### config.mk
export PLATFORM = sky130hd
export DESIGN_NAME = aes_stream_adapter
export DESIGN_NICKNAME = d
export VERILOG_FILES = /design/src/rtl/aes_stream_adapter.sv
export SDC_FILE = /design/constraint.sdc
export NUM_CORES = 1
export LEC_CHECK = 0
export BUFFER_PORTS_ARGS = -buffer_cell sky130_fd_sc_hd__buf_2
export CAP_MARGIN = 30
export CORE_MARGIN = 4
export CORE_UTILIZATION = 24
export CTS_CLUSTER_DIAMETER = 100
export CTS_CLUSTER_SIZE = 24
export DETAILED_ROUTE_END_ITERATION = 8
export PLACE_DENSITY = 0.53
export SYNTH_ARGS = -nofsm -noshare
export SYNTH_HDL_FRONTEND = slang
export SYNTH_SLANG_ARGS = --single-unit
### constraint.sdc
create_clock -name clk -period 5.4 [get_ports clk]
set_input_delay 1.08 -clock clk [delete_from_list [all_inputs] [get_ports clk]]
set_output_delay 1.08 -clock clk [all_outputs]
set_load 0.005 [all_outputs]
### src/rtl/aes_stream_adapter.sv
// rtl/aes_stream_adapter.sv - 32-bit word stream adapter around the AES_control core
//
// Collects four key words and four plaintext words (MSB word first), starts the core
// through its enable/done handshake, then returns the 128-bit ciphertext as four
// 32-bit words. A watchdog aborts a run that never sees aes_done.
//
// Ports:
//   clk, reset_n                 clock, synchronous active-low reset
//   s_data/s_valid/s_ready       input word stream (key words, then data words)
//   keep_key                     on the final output handshake: 1 = reuse key, load data only
//   m_data/m_valid/m_ready       ciphertext word stream
//   aes_enable/aes_datain/aes_key/aes_dataout/aes_done   core interface
//   busy                         high while running or returning results
//   timeout_err                  sticky abort flag, cleared by the next first key word
module aes_stream_adapter #(
  parameter int TIMEOUT = 1023,
  parameter int CNT_W   = 10
) (
  input  logic         clk,
  input  logic         reset_n,
  input  logic [31:0]  s_data,
  input  logic         s_valid,
  output logic         s_ready,
  input  logic         keep_key,
  output logic [31:0]  m_data,
  output logic         m_valid,
  input  logic         m_ready,
  output logic         aes_enable,
  output logic [127:0] aes_datain,
  output logic [127:0] aes_key,
  input  logic [127:0] aes_dataout,
  input  logic         aes_done,
  output logic         busy,
  output logic         timeout_err
);

  typedef enum logic [1:0] {S_KEY, S_DATA, S_RUN, S_OUT} state_t;

  localparam logic [CNT_W-1:0] TMO = CNT_W'(TIMEOUT);

  state_t           state_q, state_d;
  logic [1:0]       cnt_q, cnt_d;
  logic [127:0]     key_q, key_d;
  logic [127:0]     data_q, data_d;
  logic [127:0]     res_q, res_d;
  logic             en_q, en_d;
  logic             terr_q, terr_d;
  logic [CNT_W-1:0] tcnt_q, tcnt_d;
  logic [CNT_W-1:0] tcnt_inc;
  logic             in_xfer;
  logic             out_xfer;

  // Word 0 lands in the top 32 bits, word 3 in the bottom.
  function automatic logic [127:0] put_word(input logic [127:0] v, input logic [1:0] idx,
                                            input logic [31:0] w);
    logic [127:0] r;
    r = v;
    case (idx)
      2'd0:    r[127:96] = w;
      2'd1:    r[95:64]  = w;
      2'd2:    r[63:32]  = w;
      default: r[31:0]   = w;
    endcase
    return r;
  endfunction

  // A lingering aes_done from the previous run blocks loading.
  assign s_ready  = ((state_q == S_KEY) || (state_q == S_DATA)) && !aes_done;
  assign m_valid  = (state_q == S_OUT);
  assign in_xfer  = s_valid && s_ready;
  assign out_xfer = m_valid && m_ready;
  assign tcnt_inc = tcnt_q + 1'b1;

  assign aes_enable  = en_q;
  assign aes_key     = key_q;
  assign aes_datain  = data_q;
  assign busy        = (state_q == S_RUN) || (state_q == S_OUT);
  assign timeout_err = terr_q;

  always_comb begin
    m_data = 32'h0;
    if (state_q == S_OUT) begin
      case (cnt_q)
        2'd0:    m_data = res_q[127:96];
        2'd1:    m_data = res_q[95:64];
        2'd2:    m_data = res_q[63:32];
        default: m_data = res_q[31:0];
      endcase
    end
  end

  always_comb begin
    state_d = state_q;
    cnt_d   = cnt_q;
    key_d   = key_q;
    data_d  = data_q;
    res_d   = res_q;
    en_d    = en_q;
    terr_d  = terr_q;
    tcnt_d  = tcnt_q;
    case (state_q)
      S_KEY: begin
        if (in_xfer) begin
          key_d = put_word(key_q, cnt_q, s_data);
          cnt_d = cnt_q + 2'd1;
          if (cnt_q == 2'd0) terr_d = 1'b0;
          if (cnt_q == 2'd3) state_d = S_DATA;
        end
      end
      S_DATA: begin
        if (in_xfer) begin
          data_d = put_word(data_q, cnt_q, s_data);
          cnt_d  = cnt_q + 2'd1;
          if (cnt_q == 2'd3) begin
            state_d = S_RUN;
            en_d    = 1'b1;
            tcnt_d  = '0;
          end
        end
      end
      S_RUN: begin
        if (aes_done) begin
          res_d   = aes_dataout;
          en_d    = 1'b0;
          state_d = S_OUT;
        end else if (tcnt_inc == TMO) begin
          // Abort: the partial result is never captured.
          en_d    = 1'b0;
          terr_d  = 1'b1;
          state_d = S_KEY;
        end else begin
          tcnt_d = tcnt_inc;
        end
      end
      default: begin
        if (out_xfer) begin
          cnt_d = cnt_q + 2'd1;
          if (cnt_q == 2'd3) state_d = keep_key ? S_DATA : S_KEY;
        end
      end
    endcase
  end

  always_ff @(posedge clk) begin
    if (!reset_n) begin
      state_q <= S_KEY;
      cnt_q   <= 2'd0;
      key_q   <= '0;
      data_q  <= '0;
      res_q   <= '0;
      en_q    <= 1'b0;
      terr_q  <= 1'b0;
      tcnt_q  <= '0;
    end else begin
      state_q <= state_d;
      cnt_q   <= cnt_d;
      key_q   <= key_d;
      data_q  <= data_d;
      res_q   <= res_d;
      en_q    <= en_d;
      terr_q  <= terr_d;
      tcnt_q  <= tcnt_d;
    end
  end

endmodule
==> metrics.cfg <==
[flow_run]
max_cap_violations=0

[layout]
fin_nets=2501
final_core_util_pct=29.42
drive_above_1_share_pct=22.89
multi_input_area_um2=7517
final_area_um2=19830
seq_area_um2=8008
area_growth_pct=21.00
stdcell_count=3203
fillers=7305

[grt]
antenna_found_initial=5
grt_pass1_vias=13790
grt_max_degree=204
gr-total-overflow=0
grt_pass1_wl_um=88900
grt_usage_pct=15.53

[timing]
fin_crit_ns=3.617
rsz0062_at_grt=false
slew_headroom_pct=36.59
hold_violations=0
fin_hold_ws_ns=0.4643
setup_viol=0
post-route-period-util_pct=66.98
drv_slew=0
max_freq_ghz=0.2765
worstMarginPinSlew_ns=0.9511
setup_tns_ns=0
fin_worst_skew_ns=0.01774
timing.final.ws_setup_ns=1.783

[power]
ir_drop_mv=0.1916
p_int_mw=3.972
finalPower_mw=5.208
p_sw_mw=1.236
comb_power_share_pct=5.9
power_frac_clock_pct=36.8
switching_share_pct=23.73
pwr_density_cell_nw_per_um2=262.6
leakage_nw=7.553
power_frac_seq_pct=57.2

[logic_synthesis]
synth_xor_area_share_pct=0.2138
syn_area_um2=16390
ys_seq_elements=400
synthAdderAreaFrac_pct=0.8399
synth_cell_types=56
avgSynthCellArea_um2=8.141
muxShareOfSynthArea_pct=0.2138
syn-num-nets=2190
ys_warn_count=0
synth_ff_type=dfxtp_1
synth_compound_area_share_pct=22.35
yosys.area_share.simple_pct=22.06
synth_edf_count=0
synth_top_family_by_area=compound AO/OA/AOI/OAI gates
synthCells=2013
synthArstFlopShare_pct=0
ys_seq_area_share_pct=48.87

[routing]
firstDrtPassIters=6
drc=0
vias=14390
wl_met3_um=4080
dr_wl_met2_um=27200
drtIter0Drc=1236
wl_met1_um=27450
via_per_inst=4.493
ant_nets=0
avgRoutedWirePerCell_um=18.66
routed.top_layer=met5
routed_wl_um=59780

[setup_path]
cp-end-kind=output pin
crit_required_ns=4.32
path_class=reg -> out
arrival_ns=2.54
crit_path_start_kind=flop
worstPathMaxFanout=36

[placement]
placed_cell_area_um2=19140
dp_hpwl_um=40070
place.gp.congestion=0.7845
place_ws_ns=2.281
dp.cells=3173
port_buffers=458

[floorplan]
start_util_pct=24.31
fp.dieW_um=269.3
die_y_um=269.3
core-area_um2=67400
fp-row-count=95
io_pins=459
dieArea_um2=72520

[clock_tree]
cts_buffers=21
hold_buffers=0
post_cts_buffers=0
cts-resized-gates=0
clock-sinks=400
root_buffer=clkbuf_16
path_clk_slew_ns=0.10
cts_tree=yes
h-tree-depth=1
clock_latency_ns=0.56
ctsLongestPathBuffers=3

[outcome]
status=complete, no violations

[min_path]
min_path_type=reg -> reg

[worst max-delay path, stage by stage, from the launching register on]
cell      delay [ns]
dfxtp_1         0.41
inv_1           0.11
ha_1            0.20
buf_4           0.27
a222oi_1        0.54
o21ai_0         0.14
and2_1          0.19
buf_2           0.13
[routing by layer]
metal  vias up  global-route usage (%)
met4         8                   2.807
met1      6709                   20.89
met2       454                   25.90
met3        61                   3.476
met5         -                       0
li1       7160                       -
[cells in the final DEF, fill, tap and decap left out, types with 2 or more instances in the layout]
cell type	Yosys	routed
clkbuf_8	0	2
a222oi_1	32	32
a21oi_1	5	5
buf_12	0	2
or3_1	3	3
buf_4	33	15
nor2b_1	2	2
buf_2	1	457
and2_1	36	35
and3_2	0	6
o22ai_1	3	3
ha_2	0	2
ha_1	11	9
and2_4	1	2
mux2i_1	2	2
nor3_1	4	4
o21ai_0	40	40
o221ai_1	4	4
clkbuf_16	0	21
nand3_1	6	6
nand2b_1	3	3
a21boi_0	384	384
nand2_2	1	5
xnor2_1	4	4
and3_1	9	3
nor2_1	9	9
inv_1	17	17
bufinv_16	0	3
nand2_1	819	814
dfxtp_1	400	400
[cells by family after synthesis]
| family | count (synthesis) |
|---|---|
| and+or+nand+nor | 905 |
| AOI/OAI and AO/OA | 485 |
| DFF | 400 |
| buffers and inverters | 205 |
| adders and majority gates | 11 |
| xor gates and xnor gates | 4 |
| muxes | 3 |
[final timing paths]
check	start	end	slack (ns)	cells past startpoint
worst max-delay path	cnt_q[0]$_SDFFE_PN0P_	m_data[31]	1.78	7
worst min-delay path	aes_key[92]$_SDFFE_PN0P_	aes_key[92]$_SDFFE_PN0P_	0.46	2
worst max register to register	state_q[0]$_SDFFE_PN0P_	res_q[52]$_SDFFE_PN0P_	2.76	6
worst min register to register	aes_key[92]$_SDFFE_PN0P_	aes_key[92]$_SDFFE_PN0P_	0.46	2
[layout make-up]
type | instances | area share (%)
Clock buffer | 24 | 2.808
Tap cell | 873 | 5.509
Sequential cell | 400 | 40.38
Multi-Input combinational cell | 1408 | 37.91
Antenna cell | 1 | 0.01262
Clock inverter | 4 | 0.5363
Timing Repair Buffer | 476 | 12.52
Inverter | 17 | 0.3218
[cells in the mapped netlist, types with 2 or more instances]
| cell type | number | share of area, % |
|---|---|---|
| a21boi_0 | 384 | 18 |
| a21oi_1 | 5 | 0.15 |
| a222oi_1 | 32 | 2.0 |
| and2_1 | 36 | 1.4 |
| and3_1 | 9 | 0.34 |
| buf_1 | 3 | 0.069 |
| buf_4 | 33 | 1.5 |
| clkbuf_1 | 151 | 3.5 |
| dfxtp_1 | 400 | 49 |
| ha_1 | 11 | 0.84 |
| inv_1 | 17 | 0.39 |
| mux2i_1 | 2 | 0.12 |
| nand2_1 | 819 | 19 |
| nand2b_1 | 3 | 0.11 |
| nand3_1 | 6 | 0.18 |
| nor2_1 | 9 | 0.21 |
| nor2b_1 | 2 | 0.076 |
| nor3_1 | 4 | 0.12 |
| o21ai_0 | 40 | 1.2 |
| o221ai_1 | 4 | 0.21 |
| o22ai_1 | 3 | 0.11 |
| or3_1 | 3 | 0.11 |
| xnor2_1 | 4 | 0.21 |
[registers in the layout, summed over array words and instances, names as in the netlist]
register,flops
state_q,2
res_q,128
cnt_q,2
timeout_err,1
tcnt_q,10
aes_enable,1
aes_datain,128
aes_key,128
[power groups by stage]
stage / combinational [mW] / clock, mW / sequential (mW)
detailed placement: 0.312 / 0 / 3.05
global placement: 0.316 / 0 / 3.05
CTS: 0.313 / 2.00 / 2.98
finish: 0.310 / 1.92 / 2.98
global route: 0.334 / 2.09 / 2.98
floorplan: 0.158 / 0 / 3.05
Power figures use the tool's default switching activity.
